===== src/rtl/truth_table_sweeper_if.sv =====
// truth_table_sweeper_if: stimulus/capture bundle between the sweeper (slave) and its controller or bench (master).
`default_nettype none

interface truth_table_sweeper_if #(
  parameter int N = 4
);
  logic              start;
  logic [N-1:0]      stim;
  logic              y;
  logic [2**N-1:0]   table_q;
  logic              busy;
  logic              done;
  logic [2**N-1:0]   expected;
  logic [N:0]        mismatch_cnt;
  logic              pass;

  modport master (
    output start, y, expected,
    input  stim, table_q, busy, done, mismatch_cnt, pass
  );

  modport slave (
    input  start, y, expected,
    output stim, table_q, busy, done, mismatch_cnt, pass
  );
endinterface

`default_nettype wire


===== src/rtl/truth_table_sweeper.sv =====
// ----------------------------------------------------------------------------
// truth_table_sweeper: walks stim 0..2^N-1 and captures a combinational block's
// truth table; optional golden compare with SWEEP_GOLDEN_CHECK_EN.  Rev 1.0
// ----------------------------------------------------------------------------
`default_nettype none

module truth_table_sweeper #(
  parameter int N = 4
) (
  input  wire logic             clk,
  input  wire logic             reset,
  truth_table_sweeper_if.slave  bus
);

  localparam logic [N-1:0] c_STIM_LAST = '1;
  localparam logic [N-1:0] c_STIM_ONE  = N'(1);

  typedef enum logic [1:0] {
    S_IDLE   = 2'd0,
    S_SETTLE = 2'd1,
    S_SAMPLE = 2'd2,
    S_DONE   = 2'd3
  } state_t;

  state_t            r_state;
  state_t            w_state_nxt;
  logic [N-1:0]      r_stim;
  logic [N-1:0]      w_stim_nxt;
  logic [2**N-1:0]   r_table;
  logic [2**N-1:0]   w_table_nxt;

  always_ff @(posedge clk) begin
    if (reset) begin
      r_state <= S_IDLE;
      r_stim  <= '0;
      r_table <= '0;
    end else begin
      r_state <= w_state_nxt;
      r_stim  <= w_stim_nxt;
      r_table <= w_table_nxt;
    end
  end

  // Terminal check happens before the increment, so stim never wraps and rests at all-ones.
  always_comb begin
    w_state_nxt = r_state;
    w_stim_nxt  = r_stim;
    w_table_nxt = r_table;
    case (r_state)
      S_IDLE: begin
        if (bus.start) begin
          w_stim_nxt  = '0;
          w_table_nxt = '0;
          w_state_nxt = S_SETTLE;
        end
      end
      S_SETTLE: w_state_nxt = S_SAMPLE;
      S_SAMPLE: begin
        w_table_nxt[r_stim] = bus.y;
        if (r_stim == c_STIM_LAST) begin
          w_state_nxt = S_DONE;
        end else begin
          w_stim_nxt  = r_stim + c_STIM_ONE;
          w_state_nxt = S_SETTLE;
        end
      end
      S_DONE:  w_state_nxt = S_IDLE;
      default: w_state_nxt = S_IDLE;
    endcase
  end

  assign bus.stim    = r_stim;
  assign bus.table_q = r_table;
  assign bus.busy    = (r_state == S_SETTLE) || (r_state == S_SAMPLE);
  assign bus.done    = (r_state == S_DONE);

`ifdef SWEEP_GOLDEN_CHECK_EN
  localparam logic [N:0] c_MCNT_MAX = (N+1)'(1) << N;
  localparam logic [N:0] c_MCNT_ONE = (N+1)'(1);

  logic [N:0] r_mcnt;
  logic       r_pass;

  // pass is taken from the final count while in DONE and then held until the next sweep.
  always_ff @(posedge clk) begin
    if (reset) begin
      r_mcnt <= '0;
      r_pass <= 1'b0;
    end else begin
      case (r_state)
        S_IDLE: begin
          if (bus.start) begin
            r_mcnt <= '0;
            r_pass <= 1'b0;
          end
        end
        S_SAMPLE: begin
          if ((bus.y != bus.expected[r_stim]) && (r_mcnt != c_MCNT_MAX)) begin
            r_mcnt <= r_mcnt + c_MCNT_ONE;
          end
        end
        S_DONE:  r_pass <= (r_mcnt == '0);
        default: ;
      endcase
    end
  end

  assign bus.mismatch_cnt = r_mcnt;
  assign bus.pass         = r_pass;
`else
  logic w_unused_expected;
  assign w_unused_expected = ^bus.expected;

  assign bus.mismatch_cnt = '0;
  assign bus.pass         = 1'b0;
`endif

endmodule

`default_nettype wire


===== src/flat_wrapper.sv =====
// flat-port wrapper written by rule: the top's interface ports become plain ports
module truth_table_sweeper_flat 
#(
  parameter int N = 4
)
  (clk, reset, bus_start, bus_y, bus_expected, bus_stim, bus_table_q, bus_busy, bus_done, bus_mismatch_cnt, bus_pass);
  truth_table_sweeper_if #(.N(N)) bus_i ();
  input  wire logic clk;
  input  wire logic reset;
  input wire logic [$bits(bus_i.start)-1:0] bus_start;
  input wire logic [$bits(bus_i.y)-1:0] bus_y;
  input wire logic [$bits(bus_i.expected)-1:0] bus_expected;
  output wire logic [$bits(bus_i.stim)-1:0] bus_stim;
  output wire logic [$bits(bus_i.table_q)-1:0] bus_table_q;
  output wire logic [$bits(bus_i.busy)-1:0] bus_busy;
  output wire logic [$bits(bus_i.done)-1:0] bus_done;
  output wire logic [$bits(bus_i.mismatch_cnt)-1:0] bus_mismatch_cnt;
  output wire logic [$bits(bus_i.pass)-1:0] bus_pass;
  assign bus_i.start = bus_start;
  assign bus_i.y = bus_y;
  assign bus_i.expected = bus_expected;
  assign bus_stim = bus_i.stim;
  assign bus_table_q = bus_i.table_q;
  assign bus_busy = bus_i.busy;
  assign bus_done = bus_i.done;
  assign bus_mismatch_cnt = bus_i.mismatch_cnt;
  assign bus_pass = bus_i.pass;
  truth_table_sweeper #(.N(N)) u_core (.clk(clk), .reset(reset), .bus(bus_i));
endmodule

===== config.mk =====
export PLATFORM = sky130hd
export DESIGN_NAME = truth_table_sweeper_flat
export DESIGN_NICKNAME = d
export VERILOG_FILES = /design/src/rtl/truth_table_sweeper_if.sv /design/src/rtl/truth_table_sweeper.sv /design/src/flat_wrapper.sv
export SDC_FILE = /design/constraint.sdc
export NUM_CORES = 1
export LEC_CHECK = 0
export BUFFER_PORTS_ARGS = -buffer_cell sky130_fd_sc_hd__buf_2
export CAP_MARGIN = 20
export CORE_ASPECT_RATIO = 1.2
export CORE_MARGIN = 2
export CORE_UTILIZATION = 45
export CTS_CLUSTER_SIZE = 20
export DETAILED_ROUTE_END_ITERATION = 16
export PLACE_DENSITY = 0.82
export SKIP_LAST_GASP = 1
export SLEW_MARGIN = 20
export SYNTH_ARGS = -nofsm -noshare
export SYNTH_HDL_FRONTEND = slang
export SYNTH_SLANG_ARGS = --single-unit

===== constraint.sdc =====
create_clock -name clk -period 1.8 [get_ports clk]
set_input_delay 0.54 -clock clk [delete_from_list [all_inputs] [get_ports clk]]
set_output_delay 0.54 -clock clk [all_outputs]
set_load 0.02 [all_outputs]

==> impl_metrics.ini, run 1 <==
[cts]
cts.sinks = 22
cts-root-to-sink-buffers = 2
htreeDepth = 1
tritoncts = yes
cts-buffers-inserted = 3
cts.clk_slew.worst_paths_ns = 0.12
clk-insertion-delay-late_ns = 0.31
clk_root_buffer_cell = sky130_fd_sc_hd__clkbuf_4

[global_routing]
wire_length_of_the_first_global_routing_pass_um = 4802
grt_overflow_total = 0
grt_max_degree = 26
grtUsageTotal = 0.1845
initial_antenna_violation_count = 0
grt_pass1_vias = 1124

[yosys]
mappedNetlistArea_um2 = 1329
asyncSetResetFlopFracSynth = 0
synthCells = 157
ys.flop_type = sky130_fd_sc_hd__dfxtp_1
ys.warnings.count = 0
seq_area_frac_synth = 0.3315
synthDistinctLibCells = 31
synth_area_per_cell_um2 = 8.464
synth.ff_latch_count = 22
synth-edff-count = 0

[setup_path]
startpoint_type = flop
cp-endpoint = bus_busy
setup.worst_path.end_class = output pin
slowest_stage = sky130_fd_sc_hd__dfxtp_2
setup.worst_path.class = reg -> out
reg2reg_from = u_core.r_state[0]$_SDFFE_PP0P_
arrival_ns = 1.21
worstPathCellList = inv_1, ha_1, buf_2
reg2reg_path_depth = 6
timing.critical_path.depth = 3
worstPathMaxFanout = 6
startpoint = u_core.r_state[1]$_SDFFE_PP0P_
number_of_buffer_and_inverter_instances_along_the_worst_setup_path = 2
slowest_delay_ns = 0.40
ff2ff_setup_slack_ns = 0.22
path_delay_family = flip-flops
cp_data_required_time_ns = 1.26
crit-reg2reg-capture = u_core.bus.table_q[11]$_SDFFE_PP0P_

[timing]
timing.final.crit_share = 0.9698
skew_ns = 0.004851
report.final.setup_viol = 0
layout_setup_ws_ns = 0.05435
rsz_0062_raised_after_global_routing = no
timing.final.crit_period_ns = 1.746
achievable-frequency_mhz = 572.9
drv_slew = 0
finalSetupTns_ns = 0
final_hold_viols = 0

[floorplan]
die_width_um = 53.61
floorplan.initialDensity = 0.4726
fp.dieArea_um2 = 3405
coreArea_um2 = 2811
pin_count = 48
fp-row-count = 21
die_height_um = 63.53

[cells_and_area]
antenna_cells = 0
flow.area_growth_from_synthesis_pct = 14.31
final_layout_size_suffix_gt1_frac = 0.2692
nets = 212
post_layout_nonfiller_instances = 216

[routing]
drc_violation_count_after_routing = 0
drt_pass1_iterations = 4
drt_iter0_markers = 29
vias = 1192
detail_route.vias_per_cell = 5.519
drt_wl_total_um = 2781
wire_per_inst_um = 12.88
postRouteAntennaNets = 0

[placed_design]
placement.io_buffers = 25
detailed_placement_hpwl_um = 1997
gp_routability_congestion = 0.8411
dp_slack_ns = 0.1650
dpl.cell_count = 211

[worst_hold_path]
hp-class = reg -> reg
holdCritStartpoint = u_core.bus.table_q[7]$_SDFFE_PP0P_

[power_and_ir_drop]
power.static_leakage_nw = 0.6006
ir_worst_vdd_mv = 0.4779
powerDensity_nw_per_um2 = 809.6

[flow_run]
max_cap_check_violation_count = 0

[status]
status = finished, final reports clean
==> timing repair <==
item                                   4_1_cts  5_1_grt
gates cloned                                 0        0
gates resized for setup                      3        1
setup endpoints to repair                    2        1
hold buffers                                 0        0
buffers inserted                             0        1
endpoints found under the hold margin        0        0
==> synthesized netlist by cell type (3+ instances only) <==
| library cell | count | area share |
|---|---|---|
| sky130_fd_sc_hd__o32ai_1 | 16 | 0.11 |
| sky130_fd_sc_hd__or3b_1 | 3 | 0.020 |
| sky130_fd_sc_hd__clkbuf_1 | 4 | 0.011 |
| sky130_fd_sc_hd__dfxtp_1 | 22 | 0.33 |
| sky130_fd_sc_hd__nor2_1 | 4 | 0.011 |
| sky130_fd_sc_hd__ha_1 | 9 | 0.085 |
| sky130_fd_sc_hd__inv_1 | 19 | 0.054 |
| sky130_fd_sc_hd__buf_4 | 6 | 0.034 |
| sky130_fd_sc_hd__nand4_1 | 4 | 0.019 |
| sky130_fd_sc_hd__buf_2 | 7 | 0.026 |
| sky130_fd_sc_hd__or3b_2 | 4 | 0.026 |
| sky130_fd_sc_hd__a21oi_1 | 20 | 0.075 |
| sky130_fd_sc_hd__nand3b_1 | 9 | 0.051 |
| sky130_fd_sc_hd__nand3_1 | 10 | 0.038 |
==> where the power goes <==
group,leakage [nW],internal [mW],switching (mW)
registers,0.179,0.510,0.0449
logic,0.401,0.159,0.240
clock network,0.0210,0.124,0.152
==> per-layer routing <==
metal	GRT usage	vias up	routed length [µm]
met4	0.08974	0	58
met2	0.3056	27	1355
li1	-	610	-
met1	0.2225	548	1246
met3	0.03081	7	121
met5	0	-	0
==> worst min-delay path by stage <==
stage	end	depth (start not counted)
finish	u_core.bus.table_q[7]$_SDFFE_PP0P_	2
floorplan	u_core.r_state[0]$_SDFFE_PP0P_	2
detailed placement	u_core.bus.table_q[7]$_SDFFE_PP0P_	2
CTS	u_core.bus.table_q[7]$_SDFFE_PP0P_	2
global route	u_core.bus.table_q[9]$_SDFFE_PP0P_	2
global placement	u_core.bus.table_q[11]$_SDFFE_PP0P_	2
==> final cells by class <==
| type | count | area [µm²] |
|---|---|---|
| Timing Repair Buffer | 35 | 200.2 |
| Tap cell | 34 | 42.54 |
| Fill cell | 277 | 1292 |
| Sequential cell | 22 | 444.2 |
| Inverter | 19 | 71.32 |
| Clock buffer | 4 | 36.28 |
| Multi-Input combinational cell | 102 | 724.4 |
==> registers in the layout, indices dropped and copies added (netlist names) <==
name                count
u_core.r_state          2
u_core.bus.stim         4
u_core.bus.table_q     16
==> tightest hold or removal path, delay by kind of cell (launching register included) <==
family	cells	cell delay [ns]
AOI/OAI and AO/OA	1	0.07
DFF	1	0.33
buffers and inverters	1	0.04
==> metrics by stage <==
step,hold WS (ns),instance area (µm²),util,power [mW]
4_1_cts,0.4785,1511,0.5376,1.223
3_5_place_dp,0.4608,1471,0.5234,0.9466
3_3_place_gp,0.4638,1471,0.5234,0.9385
2_1_floorplan,0.5073,1348,-,0.8824
5_1_grt,0.5013,1519,0.5403,1.307
6_report,0.4776,1519,0.5403,1.230
==> cells in the final DEF (no fill, tap or decap), types with 2 or more instances in the layout <==
| cell | n |
|---|---|
| sky130_fd_sc_hd__nand2b_1 | 2 |
| sky130_fd_sc_hd__nand4_1 | 4 |
| sky130_fd_sc_hd__nand3b_1 | 9 |
| sky130_fd_sc_hd__conb_1 | 6 |
| sky130_fd_sc_hd__or3b_1 | 3 |
| sky130_fd_sc_hd__nor2_1 | 4 |
| sky130_fd_sc_hd__a311oi_1 | 2 |
| sky130_fd_sc_hd__o21ai_0 | 2 |
| sky130_fd_sc_hd__dfxtp_1 | 19 |
| sky130_fd_sc_hd__dfxtp_2 | 3 |
| sky130_fd_sc_hd__o32ai_1 | 16 |
| sky130_fd_sc_hd__buf_4 | 10 |
| sky130_fd_sc_hd__ha_1 | 9 |
| sky130_fd_sc_hd__clkbuf_4 | 3 |
| sky130_fd_sc_hd__buf_2 | 25 |
| sky130_fd_sc_hd__a21oi_1 | 20 |
| sky130_fd_sc_hd__nand3_1 | 10 |
| sky130_fd_sc_hd__inv_1 | 18 |
| sky130_fd_sc_hd__or3b_2 | 4 |
==> cells by family (layout without fill, tap and decap cells) <==
| group | Yosys count | in the layout | share of synthesized area |
|---|---|---|---|
| AOI/OAI and AO/OA | 42 | 42 | 0.2128 |
| buffers and inverters | 38 | 58 | 0.1375 |
| other | 1 | 6 | 0.002822 |
| muxes | 3 | 3 | 0.02636 |
| adders and majority gates | 9 | 9 | 0.08475 |
| and+or+nand+nor | 42 | 42 | 0.2043 |
| DFF | 22 | 22 | 0.3314 |
Power figures use the tool's default switching activity.
==> run 2: changes to the inputs <==
Settings changed: CORE_UTILIZATION 45 to 40, PLACE_DENSITY 0.82 to 0.75.
==> run 2 against run 1 <==
Critical path type unchanged. First-iteration DRC count is 41% lower. Critical path depth stayed put. Clock power is 38% higher. Die area is 12% higher. Sequential power is 3% lower. Clock skew is 0.0032 ns lower. Global-route usage is 2.9 points lower. Via count stayed put. Setup slack better by 0.0028 ns.
==> impl_metrics.ini, run 2 (synthesized netlist as in run 1, its figures left out) <==
[status]
status = finished, final reports clean

[worst_hold_path]
hp-class = reg -> reg
holdCritStartpoint = u_core.bus.table_q[13]$_SDFFE_PP0P_

[routing]
detail_route.vias_per_cell = 5.443
drt_iter0_markers = 17
drt_pass1_iterations = 4
drt_wl_total_um = 2897
drc_violation_count_after_routing = 0
vias = 1192
wire_per_inst_um = 13.23
postRouteAntennaNets = 0

[power_and_ir_drop]
clkPwrFrac = 0.282
power.combinational.fraction = 0.322
seq_power_share = 0.396
ir_worst_vdd_mv = 0.7319
internal_power_consumption_uw = 902.3
powerDensity_nw_per_um2 = 874.2
p_sw_frac = 0.3315
power.static_leakage_nw = 0.6128
netSwitchingPower_uw = 447.5

[cells_and_area]
post-route-cell-area_um2 = 1544
layout_commonest_cell = sky130_fd_sc_hd__buf_2
layout.cells.most_common_list = 25 x sky130_fd_sc_hd__buf_2, 20 x sky130_fd_sc_hd__a21oi_1, 20 x sky130_fd_sc_hd__dfxtp_1, 19 x sky130_fd_sc_hd__inv_1, 16 x sky130_fd_sc_hd__o32ai_1
final_layout_size_suffix_gt1_frac = 0.2623
post_layout_util = 0.4964
flow.area_growth_from_synthesis_pct = 16.20
nets = 213
largest_register_ffs = 16
layout.filler_cells = 307
antenna_cells = 0

[global_routing]
grtUsageTotal = 0.1555
grt_max_degree = 17
grt_overflow_total = 0
wire_length_of_the_first_global_routing_pass_um = 4733
initial_antenna_violation_count = 0
grt_pass1_vias = 1081

[timing]
layout_setup_ws_ns = 0.05714
finalSetupTns_ns = 0
skew_ns = 0.001669
achievable-frequency_mhz = 573.8
rsz_0062_raised_after_global_routing = no
report.final.setup_viol = 0
drv_slew = 0
whs_ns = 0.4771
final_hold_viols = 0
timing.final.crit_period_ns = 1.743
timing.final.crit_share = 0.9683

[cts]
htreeDepth = 1
tritoncts = yes
clk_root_buffer_cell = sky130_fd_sc_hd__clkbuf_4
cts.sinks = 22
clk-insertion-delay-late_ns = 0.31
cts-root-to-sink-buffers = 2
cts.clk_slew.worst_paths_ns = 0.12
cts-buffers-inserted = 3

[setup_path]
setup.worst_path.end_class = output pin
arrival_ns = 1.20
ff2ff_setup_slack_ns = 0.21
setup.worst_path.class = reg -> out
reg2reg_path_depth = 5
cp_data_required_time_ns = 1.26
reg2reg_from = u_core.bus.stim[0]$_SDFFE_PP0P_
cp-endpoint = bus_busy
startpoint = u_core.r_state[1]$_SDFFE_PP0P_
crit-reg2reg-capture = u_core.bus.table_q[2]$_SDFFE_PP0P_
startpoint_type = flop
worstPathMaxFanout = 6

[floorplan]
die_width_um = 56.62
die_height_um = 67.14
fp.dieArea_um2 = 3801
coreArea_um2 = 3110
fp-row-count = 22
floorplan.initialDensity = 0.4272
pin_count = 48

[flow_run]
max_cap_check_violation_count = 0

[placed_design]
placement.io_buffers = 25
gp_routability_congestion = 0.8297
placed_area_um2 = 1481
detailed_placement_hpwl_um = 2100
dp_slack_ns = 0.2040
[run 2: power groups by stage]
| stage | Sequential [mW] | Combinational, mW | Clock (mW) |
|---|---|---|---|
| after floorplan | 0.547 | 0.336 | 0 |
| after global placement | 0.544 | 0.416 | 0 |
| after detailed placement | 0.545 | 0.420 | 0 |
| after CTS | 0.536 | 0.422 | 0.386 |
| after global routing | 0.538 | 0.477 | 0.406 |
| final | 0.535 | 0.434 | 0.381 |
[run 2: worst min-delay path by stage]
| stage | to | slack (ns) | cells after the start |
|---|---|---|---|
| after CTS | u_core.bus.table_q[13]$_SDFFE_PP0P_ | 0.48 | 2 |
| final | u_core.bus.table_q[13]$_SDFFE_PP0P_ | 0.48 | 2 |
| after detailed placement | u_core.bus.table_q[13]$_SDFFE_PP0P_ | 0.46 | 2 |
| after global placement | u_core.bus.table_q[0]$_SDFFE_PP0P_ | 0.46 | 2 |
| after floorplan | u_core.r_state[0]$_SDFFE_PP0P_ | 0.51 | 2 |
| after global routing | u_core.bus.table_q[9]$_SDFFE_PP0P_ | 0.50 | 2 |
[run 2: critical path, cell delays in order, from the launching register on]
cell,delay (ns)
sky130_fd_sc_hd__dfxtp_2,0.40
sky130_fd_sc_hd__inv_1,0.07
sky130_fd_sc_hd__ha_1,0.26
sky130_fd_sc_hd__buf_2,0.16
[run 2: repair_timing]
action	CTS	global route
cloned	0	0
resized for setup	2	0
setup buffers	0	1
hold buffers	0	0
endpoints found under the setup margin	1	1
[run 2: final cells by class]
type / instances / area (µm²) / share of cell area
well taps: 36 / 45.04 / 0.02917
flip-flops and latches: 22 / 442.9 / 0.2869
inverters: 19 / 71.32 / 0.04619
repair buffers: 36 / 207.7 / 0.1345
clock inverters: 1 / 30.03 / 0.01945
multi-input cells: 102 / 724.4 / 0.4692
clock buffers: 3 / 22.52 / 0.01459
[run 2: per-layer routing]
metal  GRT usage  wire length (µm)
met5           0                 0
met1      0.1829              1314
met2      0.2820              1441
met4     0.04762                 0
met3     0.03448               141
[run 2: per-stage QoR]
step,cells,total power [mW]
floorplan,162,0.8824
global placement,214,0.9604
detailed placement,214,0.9656
CTS,218,1.345
global route,219,1.421
finish,219,1.350
==> run 3: changes to the inputs <==
Settings changed: CORE_UTILIZATION 40 to 49, PLACE_DENSITY 0.75 to 0.87.
==> run 3 against run 2 <==
Fmax increased by 1.6%. Setup slack improved by 0.027 ns. Global-route usage increased by 4.4 points. Largest power group unchanged. Critical endpoint unchanged.
==> impl_metrics.ini, run 3 (synthesized netlist as in run 1, its figures left out) <==
[power_and_ir_drop]
power.combinational.fraction = 0.370
seq_power_share = 0.448
power.static_leakage_nw = 0.5890
powerDensity_nw_per_um2 = 787.1
internal_power_consumption_uw = 749.2
netSwitchingPower_uw = 429.6
ir_worst_vdd_mv = 0.5613
p_sw_frac = 0.3645
clkPwrFrac = 0.182

[timing]
achievable-frequency_mhz = 582.9
finalSetupTns_ns = 0
timing.final.crit_share = 0.9531
rsz_0062_raised_after_global_routing = no
final_hold_viols = 0
skew_ns = 0.007768
report.final.setup_viol = 0
timing.final.crit_period_ns = 1.716
drv_slew = 0

[setup_path]
worstPathMaxFanout = 4
arrival_ns = 1.18
startpoint_type = flop
setup.worst_path.end_class = output pin
cp_data_required_time_ns = 1.26
setup.worst_path.class = reg -> out

[global_routing]
grt_max_degree = 25
initial_antenna_violation_count = 0
grt_pass1_vias = 1106
grt_overflow_total = 0
grtUsageTotal = 0.1997
wire_length_of_the_first_global_routing_pass_um = 4712

[cts]
post_cts_hold_buffer_count = 0
cts-buffers-inserted = 3
tritoncts = yes
cts-root-to-sink-buffers = 2
htreeDepth = 1
cts.clk_slew.worst_paths_ns = 0.11
clk-insertion-delay-late_ns = 0.31
clk_root_buffer_cell = sky130_fd_sc_hd__clkbuf_4
cts.sinks = 22

[routing]
drt_iter0_markers = 31
detail_route.vias_per_cell = 5.746
vias = 1224
drt_wl_total_um = 2850
drt_pass1_iterations = 4
drc_violation_count_after_routing = 0
postRouteAntennaNets = 0
wire_per_inst_um = 13.38

[cells_and_area]
flow.area_growth_from_synthesis_pct = 12.71
antenna_cells = 0
post_layout_nonfiller_instances = 213
nets = 211
layout_commonest_cell = sky130_fd_sc_hd__buf_2
largest_register_ffs = 16
final_layout_size_suffix_gt1_frac = 0.2556
layout.filler_cells = 255
layout.cells.most_common_list = 25 x sky130_fd_sc_hd__buf_2, 20 x sky130_fd_sc_hd__a21oi_1, 20 x sky130_fd_sc_hd__dfxtp_1, 18 x sky130_fd_sc_hd__inv_1, 16 x sky130_fd_sc_hd__o32ai_1

[flow_run]
max_cap_check_violation_count = 0

[status]
status = finished, final reports clean

[placed_design]
dpl.cell_count = 209
placement.io_buffers = 25
detailed_placement_hpwl_um = 2148
gp_routability_congestion = 0.8053

[floorplan]
die_height_um = 61.05
pin_count = 48
coreArea_um2 = 2552
die_width_um = 51.54
fp.dieArea_um2 = 3146
floorplan.initialDensity = 0.5206
fp-row-count = 20

[worst_hold_path]
hp-class = reg -> reg
-- run 3: final cells by class --
type                            instances  area [µm²]  area share
Multi-Input combinational cell        102       724.4      0.4837
Inverter                               19       71.32     0.04762
Sequential cell                        22       445.4      0.2974
Clock buffer                            3       22.52     0.01504
Timing Repair Buffer                   34       192.7      0.1287
Tap cell                               33       41.29     0.02757
-- run 3: power by group through the flow --
| stage | clock (mW) | sequential, mW | combinational (mW) |
|---|---|---|---|
| 6_report | 0.215 | 0.528 | 0.436 |
| 3_5_place_dp | 0 | 0.536 | 0.418 |
| 2_1_floorplan | 0 | 0.547 | 0.336 |
| 4_1_cts | 0.223 | 0.527 | 0.420 |
| 3_3_place_gp | 0 | 0.534 | 0.399 |
| 5_1_grt | 0.249 | 0.533 | 0.483 |
-- run 3: metal layers --
layer / wire [µm] / vias up / track usage
met5: 0 / - / 0
met1: 1136 / 577 / 0.2339
met4: 48 / 0 / 0.08271
met3: 131 / 6 / 0.03155
li1: - / 606 / -
met2: 1533 / 35 / 0.3645
-- run 3: path summary, 6_finish.rpt --
path	start	to	slack, ns	depth (start not counted)
max	u_core.r_state[0]$_SDFFE_PP0P_	bus_busy	0.08	3
min	u_core.bus.table_q[12]$_SDFFE_PP0P_	u_core.bus.table_q[12]$_SDFFE_PP0P_	0.48	2
max reg2reg	u_core.r_state[0]$_SDFFE_PP0P_	u_core.bus.table_q[9]$_SDFFE_PP0P_	0.19	6
min reg2reg	u_core.bus.table_q[12]$_SDFFE_PP0P_	u_core.bus.table_q[12]$_SDFFE_PP0P_	0.48	2
-- run 3: metrics by stage --
step / util / power (mW) / worst slack [ns] / hold WS [ns] / area, µm²
after floorplan: - / 0.8824 / 0.1817 / 0.5073 / 1348
after global routing: 0.5868 / 1.264 / 0.009129 / 0.4987 / 1498
after CTS: 0.5828 / 1.170 / 0.03767 / 0.4843 / 1488
final: 0.5868 / 1.179 / 0.08436 / 0.4785 / 1498
after global placement: 0.5730 / 0.9331 / 0.2663 / 0.4639 / 1463
after detailed placement: 0.5730 / 0.9541 / 0.1572 / 0.4666 / 1463
-- run 3: critical path: stages (launching register included) --
cell and delay (ns):
sky130_fd_sc_hd__dfxtp_2 0.38, sky130_fd_sc_hd__inv_2 0.06, sky130_fd_sc_hd__ha_1 0.27, sky130_fd_sc_hd__buf_2 0.16
-- run 3: repair_timing --
item,in CTS,in global routing
gates resized for setup,2,2
endpoints found under the setup margin,1,5
buffers inserted,0,1
